<file path="config.mk">
export PLATFORM = sky130hd
export DESIGN_NAME = id_operand_stage
export DESIGN_NICKNAME = d
export VERILOG_FILES = /design/src/rtl/mips_defs.sv /design/src/rtl/hazard_fwd_unit.sv /design/src/rtl/id_operand_stage.sv
export SDC_FILE = /design/constraint.sdc
export NUM_CORES = 1
export LEC_CHECK = 0
export CORE_MARGIN = 3
export CORE_UTILIZATION = 40
export CTS_CLUSTER_SIZE = 12
export DETAILED_ROUTE_END_ITERATION = 8
export HOLD_SLACK_MARGIN = 0.1
export PLACE_DENSITY = 0.77
export SETUP_SLACK_MARGIN = 0.2
export SLEW_MARGIN = 20
export SYNTH_ARGS = -nofsm -noshare
export SYNTH_HDL_FRONTEND = slang
export SYNTH_SLANG_ARGS = --single-unit
</file>
<file path="constraint.sdc">
create_clock -name CLK -period 2.4 [get_ports CLK]
set_clock_uncertainty 0.15 [all_clocks]
set_input_delay 0.24 -clock CLK [delete_from_list [all_inputs] [get_ports CLK]]
set_output_delay 0.24 -clock CLK [all_outputs]
set_load 0.01 [all_outputs]
</file>
<file path="src/rtl/mips_defs.sv">
// Shared MIPS definitions: opcodes, instruction field positions and source-usage helpers.
package mips_defs;

  localparam int unsigned DATA_WIDTH = 32;

  localparam logic [5:0] OP_RTYPE = 6'h00;
  localparam logic [5:0] OP_J     = 6'h02;
  localparam logic [5:0] OP_JAL   = 6'h03;
  localparam logic [5:0] OP_BEQ   = 6'h04;
  localparam logic [5:0] OP_BNE   = 6'h05;
  localparam logic [5:0] OP_LW    = 6'h23;
  localparam logic [5:0] OP_SW    = 6'h2B;

  localparam int unsigned OP_MSB    = 31;
  localparam int unsigned OP_LSB    = 26;
  localparam int unsigned RS_MSB    = 25;
  localparam int unsigned RS_LSB    = 21;
  localparam int unsigned RT_MSB    = 20;
  localparam int unsigned RT_LSB    = 16;
  localparam int unsigned RD_MSB    = 15;
  localparam int unsigned RD_LSB    = 11;
  localparam int unsigned SHAMT_MSB = 10;
  localparam int unsigned SHAMT_LSB = 6;
  localparam int unsigned FUNCT_MSB = 5;
  localparam int unsigned FUNCT_LSB = 0;
  localparam int unsigned IMM_MSB   = 15;
  localparam int unsigned IMM_LSB   = 0;

  // Jumps carry a target in the rs field, not a register index.
  function automatic logic uses_rs(input logic [5:0] op);
    return !((op == OP_J) || (op == OP_JAL));
  endfunction

  function automatic logic uses_rt(input logic [5:0] op);
    case (op)
      OP_RTYPE, OP_BEQ, OP_BNE, OP_SW: return 1'b1;
      OP_LW:                           return 1'b0;
      default:                         return 1'b0;
    endcase
  endfunction

endpackage

</file>
<file path="src/rtl/hazard_fwd_unit.sv">
// Combinational operand forwarding (EX over MEM) and load-use hazard detection.
module hazard_fwd_unit #(
  parameter int unsigned ADDR_SIZE  = 5,
  parameter int unsigned DATA_WIDTH = 32
) (
  input  logic                  valid_i,
  input  logic [5:0]            op_i,
  input  logic [ADDR_SIZE-1:0]  rs_i,
  input  logic [ADDR_SIZE-1:0]  rt_i,
  input  logic [DATA_WIDTH-1:0] rd1_i,
  input  logic [DATA_WIDTH-1:0] rd2_i,
  input  logic                  ex_we_i,
  input  logic [ADDR_SIZE-1:0]  ex_wa_i,
  input  logic                  ex_is_load_i,
  input  logic [DATA_WIDTH-1:0] ex_result_i,
  input  logic                  mem_we_i,
  input  logic [ADDR_SIZE-1:0]  mem_wa_i,
  input  logic [DATA_WIDTH-1:0] mem_result_i,
  input  logic                  flush_i,
  output logic [DATA_WIDTH-1:0] a_o,
  output logic [DATA_WIDTH-1:0] b_o,
  output logic                  stall_o
);
  import mips_defs::*;

  logic use_rs, use_rt, ex_fwd_ok, hazard;

  assign use_rs    = valid_i && uses_rs(op_i);
  assign use_rt    = valid_i && uses_rt(op_i);
  // A load's EX result is an address, not data; it must never be forwarded.
  assign ex_fwd_ok = ex_we_i && !ex_is_load_i;

  always_comb begin
    a_o = rd1_i;
    if (rs_i == '0)                            a_o = '0;
    else if (ex_fwd_ok && (ex_wa_i == rs_i))   a_o = ex_result_i;
    else if (mem_we_i && (mem_wa_i == rs_i))   a_o = mem_result_i;

    b_o = rd2_i;
    if (rt_i == '0)                            b_o = '0;
    else if (ex_fwd_ok && (ex_wa_i == rt_i))   b_o = ex_result_i;
    else if (mem_we_i && (mem_wa_i == rt_i))   b_o = mem_result_i;
  end

  assign hazard  = ex_is_load_i && ex_we_i && (ex_wa_i != '0) &&
                   ((use_rs && (ex_wa_i == rs_i)) || (use_rt && (ex_wa_i == rt_i)));
  assign stall_o = hazard && !flush_i;

endmodule

</file>
<file path="src/rtl/id_operand_stage.sv">
// Decode-stage front end: IF/ID and ID/EX pipeline registers around operand resolution.
module id_operand_stage #(
  parameter int unsigned ADDR_SIZE  = 5,
  parameter int unsigned DATA_WIDTH = mips_defs::DATA_WIDTH
) (
  input  logic                  CLK,
  input  logic                  rst_n,
  input  logic                  if_valid,
  input  logic [DATA_WIDTH-1:0] if_instr,
  input  logic [DATA_WIDTH-1:0] if_pc4,
  input  logic                  flush,
  output logic                  stall_o,
  output logic [ADDR_SIZE-1:0]  ra1,
  output logic [ADDR_SIZE-1:0]  ra2,
  input  logic [DATA_WIDTH-1:0] rd1,
  input  logic [DATA_WIDTH-1:0] rd2,
  input  logic                  ex_we,
  input  logic [ADDR_SIZE-1:0]  ex_wa,
  input  logic                  ex_is_load,
  input  logic [DATA_WIDTH-1:0] ex_result,
  input  logic                  mem_we,
  input  logic [ADDR_SIZE-1:0]  mem_wa,
  input  logic [DATA_WIDTH-1:0] mem_result,
  output logic                  idex_valid,
  output logic [5:0]            idex_op,
  output logic [5:0]            idex_funct,
  output logic [4:0]            idex_shamt,
  output logic [ADDR_SIZE-1:0]  idex_rs,
  output logic [ADDR_SIZE-1:0]  idex_rt,
  output logic [ADDR_SIZE-1:0]  idex_rd,
  output logic [DATA_WIDTH-1:0] idex_a,
  output logic [DATA_WIDTH-1:0] idex_b,
  output logic [DATA_WIDTH-1:0] idex_imm,
  output logic [DATA_WIDTH-1:0] idex_pc4
);
  import mips_defs::*;

  typedef struct packed {
    logic                  valid;
    logic [5:0]            op;
    logic [5:0]            funct;
    logic [4:0]            shamt;
    logic [ADDR_SIZE-1:0]  rs;
    logic [ADDR_SIZE-1:0]  rt;
    logic [ADDR_SIZE-1:0]  rd;
    logic [DATA_WIDTH-1:0] a;
    logic [DATA_WIDTH-1:0] b;
    logic [DATA_WIDTH-1:0] imm;
    logic [DATA_WIDTH-1:0] pc4;
  } idex_t;

  logic                  ifid_valid_q, ifid_valid_d;
  logic [DATA_WIDTH-1:0] ifid_instr_q, ifid_instr_d;
  logic [DATA_WIDTH-1:0] ifid_pc4_q, ifid_pc4_d;
  idex_t                 idex_q, idex_d;

  logic [5:0]            dec_op;
  logic [ADDR_SIZE-1:0]  dec_rs, dec_rt;
  logic [15:0]           dec_imm;
  logic [DATA_WIDTH-1:0] fwd_a, fwd_b;

  assign dec_op  = ifid_instr_q[OP_MSB:OP_LSB];
  assign dec_rs  = ifid_instr_q[RS_MSB:RS_LSB];
  assign dec_rt  = ifid_instr_q[RT_MSB:RT_LSB];
  assign dec_imm = ifid_instr_q[IMM_MSB:IMM_LSB];
  assign ra1     = dec_rs;
  assign ra2     = dec_rt;

  hazard_fwd_unit #(
    .ADDR_SIZE  (ADDR_SIZE),
    .DATA_WIDTH (DATA_WIDTH)
  ) u_hazard_fwd (
    .valid_i      (ifid_valid_q),
    .op_i         (dec_op),
    .rs_i         (dec_rs),
    .rt_i         (dec_rt),
    .rd1_i        (rd1),
    .rd2_i        (rd2),
    .ex_we_i      (ex_we),
    .ex_wa_i      (ex_wa),
    .ex_is_load_i (ex_is_load),
    .ex_result_i  (ex_result),
    .mem_we_i     (mem_we),
    .mem_wa_i     (mem_wa),
    .mem_result_i (mem_result),
    .flush_i      (flush),
    .a_o          (fwd_a),
    .b_o          (fwd_b),
    .stall_o      (stall_o)
  );

  always_comb begin
    ifid_valid_d = ifid_valid_q;
    ifid_instr_d = ifid_instr_q;
    ifid_pc4_d   = ifid_pc4_q;
    idex_d       = idex_q;
    if (flush) begin
      // Valid bits alone mask the killed instructions.
      ifid_valid_d = 1'b0;
      idex_d.valid = 1'b0;
    end else if (stall_o) begin
      idex_d = '0;
    end else begin
      ifid_valid_d = if_valid;
      ifid_instr_d = if_instr;
      ifid_pc4_d   = if_pc4;
      idex_d.valid = ifid_valid_q;
      idex_d.op    = dec_op;
      idex_d.funct = ifid_instr_q[FUNCT_MSB:FUNCT_LSB];
      idex_d.shamt = ifid_instr_q[SHAMT_MSB:SHAMT_LSB];
      idex_d.rs    = dec_rs;
      idex_d.rt    = dec_rt;
      idex_d.rd    = ifid_instr_q[RD_MSB:RD_LSB];
      idex_d.a     = fwd_a;
      idex_d.b     = fwd_b;
      idex_d.imm   = {{(DATA_WIDTH-16){dec_imm[15]}}, dec_imm};
      idex_d.pc4   = ifid_pc4_q;
    end
  end

  always_ff @(posedge CLK or negedge rst_n) begin
    if (!rst_n) begin
      ifid_valid_q <= 1'b0;
      ifid_instr_q <= '0;
      ifid_pc4_q   <= '0;
      idex_q       <= '0;
    end else begin
      ifid_valid_q <= ifid_valid_d;
      ifid_instr_q <= ifid_instr_d;
      ifid_pc4_q   <= ifid_pc4_d;
      idex_q       <= idex_d;
    end
  end

  assign idex_valid = idex_q.valid;
  assign idex_op    = idex_q.op;
  assign idex_funct = idex_q.funct;
  assign idex_shamt = idex_q.shamt;
  assign idex_rs    = idex_q.rs;
  assign idex_rt    = idex_q.rt;
  assign idex_rd    = idex_q.rd;
  assign idex_a     = idex_q.a;
  assign idex_b     = idex_q.b;
  assign idex_imm   = idex_q.imm;
  assign idex_pc4   = idex_q.pc4;

endmodule

</file>
==> results of run 1 <==
## registers in the layout, summed over array words and instances (netlist names), 4 cells and up
register      flops
idex_rd           4
idex_op           6
idex_pc4         32
idex_b           32
idex_rt           5
idex_rs           5
ifid_pc4_q       32
idex_shamt        4
idex_funct        5
idex_a           32
ifid_instr_q     32
## path summary, 6_finish.rpt
path,endpoint,slack (ns),from
min in group CLK,idex_imm[30],0.20,flush
max,stall_o,-0.06,ifid_instr_q[26]
max in group asynchronous,idex_b[20],1.18,rst_n
min reg2reg,idex_b[29],0.33,idex_b[29]
min,idex_b[8],0.19,rst_n
max reg2reg,ifid_instr_q[6],-0.03,ifid_instr_q[26]
## worst max-delay path, cell delays in order (launching register included)
cell,delay (ns)
dfrtp_1,0.39
nor2b_4,0.13
or4_4,0.43
a21o_1,0.19
o21a_1,0.23
nor2_1,0.12
buf_2,0.14
## report_power, final
| part | switching, mW | total (mW) | internal (mW) |
|---|---|---|---|
| Clock | 1.61 | 3.19 | 1.58 |
| Sequential | 0.263 | 3.90 | 3.64 |
| Combinational | 1.19 | 2.75 | 1.55 |
## per-layer routing
metal  vias to the layer above  wire [um]
met5                         -         16
met4                         2       1759
met3                       139       3787
met2                       688      18420
met1                      4864      15160
li1                       4341          -
## cells in the final DEF (no fill, tap or decap), types with 6 or more instances in the layout
cell type and n:
a211oi_1 49, a211oi_2 8, a21oi_1 6, a31oi_1 32, buf_12 30, buf_16 8, buf_4 52, buf_6 9
buf_8 8, clkbuf_16 17, clkdlybuf4s50_1 377, dfrtp_1 194, inv_1 36, inv_12 7, mux2_4 64, nand2_1 193
nand3_1 37, nor2_1 96, o21ai_0 63, o41ai_1 18, o41ai_2 40, o41ai_4 6, xnor2_1 9, xor2_1 6
## area by class of cell
| class | instances | area (sq um) | area share |
|---|---|---|---|
| Multi-Input combinational cell | 670 | 4778 | 0.2970 |
| Inverter | 37 | 138.9 | 0.008632 |
| Timing Repair Buffer | 488 | 5268 | 0.3274 |
| Clock inverter | 15 | 225.2 | 0.01400 |
| Clock buffer | 17 | 425.4 | 0.02644 |
| Sequential cell | 194 | 4855 | 0.3017 |
| Tap cell | 319 | 399.1 | 0.02481 |
## logic make-up after synthesis
kind of cell | after synthesis | synth area share
DFF | 194 | 0.5001
AOI/OAI and AO/OA | 241 | 0.1799
buffers and inverters | 168 | 0.08583
xor gates and xnor gates | 17 | 0.01534
and+or+nand+nor | 347 | 0.1446
muxes | 64 | 0.07424
## what timing repair did
| item | 4_1_cts | 5_1_grt |
|---|---|---|
| hold endpoints to repair | 175 | 0 |
| hold buffers | 1 | 0 |
| setup buffers | 15 | 5 |
| endpoints found under the setup margin | 179 | 212 |
| pin swaps | 18 | 14 |
| gates cloned | 11 | 0 |
| resized for setup | 118 | 51 |
==> run_results.csv, run 1 <==
group,metric,value,unit
place,pre_cts_slack,-0.2554,ns
synthesis,synth_nets,1240,
grt,track_usage,0.2877,
die,coreArea,23680,sq um
sta,finalWorstSetupSlack,-0.05559,ns
grt,grt.met3_usage,0.06758,
synthesis,synth_common_cells,"194 x dfrtp_1, 194 x nand2_1, 96 x nor2_1, 67 x clkbuf_1, 63 x o21ai_0",
synthesis,synth_ff_type,"dfrtp_1",
grt,antenna_found_initial,1,
sta,slew_headroom,0.4372,
synthesis,synth_top_area_share,0.5001,
sta,setup_viol,47,
outcome,status,"finished with violations",
drt,via_per_inst,5.767,
die,io_pins,381,
grt,globalRouteMet2Util,0.4555,
sta,drv_slew,0,
outcome,violations,"negative setup slack",
cells_and_area,drive_above_1_share,0.1956,
synthesis,synth_top_cell_by_area,"dfrtp_1",
drt,drc,0,
grt,grt_pass1_vias,10360,
place,gp_congestion,0.9226,
drt,wl_per_cell,22.50,um
place,dpl.cell_count,1676,
synthesis,syn_inst,1031,
clocking,root_buffer,"clkbuf_16",
setup_path,crit_type,"reg -> out",
sta,fmax,0.4072,GHz
drt,drtPass1Iterations,6,
clocking,htreeDepth,4,
drt,wl,39140,um
clocking,path_clk_slew,0.09,ns
hold_path,hold_path.class,"in -> async",
synthesis,synthArstFlopShare,1.000,
synthesis,avgSynthCellArea,9.416,sq um
cells_and_area,postLayoutCellArea,16090,sq um
pwr,power.density,611.6,nW/um^2
cells_and_area,fill_cells,1770,
die,initial_core_util,0.4099,
sta,min_period_over_period,1.023,
clocking,clock_latency,0.44,ns
grt,globalRouteOverflowTotal,0,
sta,period_minus_slack,2.456,ns
drt,vias,10034,
cells_and_area,nets,1617,
die,rows,56,
synthesis,ys_types,40,
die,die_w,161.8,um
die,die_area,26180,sq um
setup_path,cp.arrival,2.07,ns
sta,rsz0062_at_grt,"yes",
sta,worst_slew_pin_slew,0.8443,ns
sta,whs,0.1856,ns
synthesis,syn-cell-area,9708,sq um
job,drv_cap,0,
pwr,power.total,9.839,mW
drt,drt_iter0_drc,971,
pwr,p_leak,6.950,nW
place,io_buffers,380,
synthesis,synth_area_leaders,"dfrtp_1 50%, nand2_1 7.5%, mux2_1 5.7%, o41ai_1 4.9%, a211oi_1 4.6%",
setup_path,cp-end-kind,"output pin",
grt,met1_usage,0.3763,
grt,grt_max_degree,72,
cells_and_area,layout.cells.non_filler,1740,
clocking,max-clock-path-buffers,2,
sta,tns,-0.6930,ns
clocking,clock_sinks,194,
setup_path,cp_max_fo,2,
cells_and_area,n_antenna_cell,0,
clocking,cts_tree,"built",
drt,ant_nets,0,
synthesis,ys_ff_latch,194,
setup_path,rr_worst_depth,9,
synthesis,synth.yosys.warnings,0,
grt,grt-busiest-layer,"met2",
pwr,vdd_drop_max,0.4682,mV
place,place_area,14110,sq um
setup_path,worstSetupStartpointType,"flop",
synthesis,seq_area_frac_synth,0.5001,
synthesis,synth-edff-count,0,
cells_and_area,final_util,0.6794,
cells_and_area,syn2layout_area_growth,65.73,%
sta,hold_viol_final,0,
place,dp_hpwl,25170,um
grt,grt_pass1_wl,59440,um
die,die_h,161.8,um
setup_path,cp_data_required_time,2.01,ns
clocking,numCtsBuffers,17,
No activity file was read; power rests on OpenSTA's default activity.
==> run 2, diff against run 1 <==
Settings changed: CORE_ASPECT_RATIO set to 1.2.
==> run 2 against run 1 <==
  * Utilization increased by 4.0 points
  * Power increased by 0.34%
  * Clock power decreased by 4%
  * Global-route usage increased by 3.0 points
  * The run still ends with negative setup slack left
  * Die area about the same
  * Via count increased by 4.5%
  * Register-to-register slack got worse by 0.13 ns
  * Flip-flop and latch count unchanged
  * Clock-buffer cell count increased by 1
  * Sequential power about the same
==> run_results.csv, run 2 (synthesized netlist as in run 1, its figures left out) <==
group,metric,value,unit
grt,grt_max_degree,82,
pwr,p_leak,7.262,nW
die,rows,61,
cells_and_area,syn2layout_area_growth,74.20,%
die,initial_core_util,0.4130,
sta,slew_headroom,0.4238,
sta,hold_viol_final,0,
pwr,p_switching,3.139,mW
cells_and_area,layout_common_cells,"377 x clkdlybuf4s50_1, 193 x nand2_1, 193 x dfrtp_1, 95 x nor2_1, 64 x mux2_4",
drt,wl,44250,um
sta,period_minus_slack,2.558,ns
pwr,internal-power,6.734,mW
die,die_w,148.2,um
sta,tns,-1.782,ns
setup_path,crit_type,"reg -> reg",
drt,drc,0,
drt,wl_met2,21000,um
pwr,power.density,583.8,nW/um^2
die,io_pins,381,
drt,via_per_inst,5.963,
clocking,htreeDepth,4,
grt,track_usage,0.3173,
place,pre_cts_slack,-0.2951,ns
cells_and_area,drive_above_1_share,0.2386,
sta,finalWorstSetupSlack,-0.1583,ns
clocking,clock_latency,0.43,ns
clocking,numCtsBuffers,17,
outcome,status,"finished with violations",
drt,ant_nets,0,
outcome,violations,"negative setup slack",
cells_and_area,ff_latch_area,4856,sq um
clocking,root_buffer,"clkbuf_16",
sta,fmax,0.3909,GHz
grt,globalRouteOverflowTotal,0,
job,drv_cap,0,
cells_and_area,multi_input_area,5240,sq um
setup_path,cp_max_fo,6,
grt,antenna_found_initial,4,
cells_and_area,nets,1638,
drt,vias,10483,
pwr,vdd_drop_max,0.4528,mV
sta,setup_viol,40,
drt,wl_per_cell,25.17,um
clocking,path_clk_slew,0.09,ns
setup_path,worstSetupStartpointType,"flop",
clocking,cts_tree,"built",
drt,wl_met1,15420,um
sta,drv_slew,0,
sta,min_period_over_period,1.066,
grt,grt_pass1_vias,10594,
hold_path,hold_path.class,"in -> async",
drt,wl_met3,5472,um
pwr,p_comb_frac,0.296,
drt,drtPass1Iterations,7,
die,coreArea,23510,sq um
pwr,power.total,9.873,mW
pwr,pwr-share-seq,0.395,
pwr,power_frac_clock,0.309,
die,die_h,176.7,um
sta,worst_slew_pin_slew,0.8643,ns
setup_path,cp_data_required_time,2.54,ns
drt,drt_iter0_drc,1029,
sta,whs,0.2561,ns
cells_and_area,final_common_cell,"clkdlybuf4s50_1",
place,dp_hpwl,25940,um
grt,grt_pass1_wl,64090,um
sta,rsz0062_at_grt,"yes",
setup_path,cp-end-kind,"flop",
cells_and_area,fill_cells,1566,
drt,top_layer_used,"met5",
die,die_area,26180,sq um
pwr,switching_share,0.3179,
setup_path,cp.arrival,2.70,ns
place,io_buffers,380,
clocking,clock_sinks,194,
place,gp_congestion,0.9119,
clocking,max-clock-path-buffers,2,
[run 2: what timing repair did]
item,in CTS,in global routing
gates cloned,19,3
setup endpoints to repair,129,210
pin swaps,71,11
endpoints found under the hold margin,82,0
hold buffers,2,0
resized for setup,171,128
buffers inserted,30,10
[run 2: per-layer routing]
metal	vias to the layer above	GRT usage
li1	4396	-
met1	5110	0.3750
met2	783	0.5229
met3	188	0.1081
met4	6	0.1463
met5	-	0
[run 2: cell type report]
cell class | count | share of cell area
Inverter | 37 | 0.008212
Clock buffer | 18 | 0.02597
Timing Repair Buffer | 508 | 0.3340
Sequential cell | 194 | 0.2871
Antenna cell | 1 | 0.0001480
Tap cell | 315 | 0.02331
Multi-Input combinational cell | 671 | 0.3099
Clock inverter | 14 | 0.01139
[run 2: power groups by stage]
stage | clock (mW) | sequential (mW) | combinational, mW
finish | 3.05 | 3.90 | 2.93
global route | 3.21 | 3.94 | 3.07
CTS | 3.08 | 3.88 | 2.71
detailed placement | 0 | 3.94 | 2.41
global placement | 0 | 3.92 | 2.37
floorplan | 0 | 4.03 | 0.844
[run 2: final timing paths]
kind | startpoint | end | slack (ns) | cells past startpoint
setup / recovery | ifid_instr_q[31] | idex_b[15] | -0.16 | 9
hold / removal | rst_n | ifid_pc4_q[6] | 0.26 | 2
setup reg to reg | ifid_instr_q[31] | idex_b[15] | -0.16 | 9
hold reg to reg | idex_pc4[24] | idex_pc4[24] | 0.34 | 2
max in group asynchronous | rst_n | idex_a[13] | 1.08 | 3
min in group CLK | if_pc4[16] | ifid_pc4_q[16] | 0.26 | 2
[run 2: worst max-delay path, cell delays in order, from the launching register on]
cell	delay, ns
dfrtp_1	0.41
buf_4	0.17
nor4_4	0.29
nand2_2	0.14
and4_4	0.18
a41o_4	0.32
buf_12	0.16
buf_12	0.12
buf_16	0.14
o41ai_4	0.33
[run 2: through the flow]
stage	instances	area [sq um]	utilization
after floorplan	1031	9729	-
after global placement	1661	13990	0.5952
after detailed placement	1661	13990	0.5952
after CTS	1744	16280	0.6926
after global routing	1758	16910	0.7194
final	1758	16910	0.7194
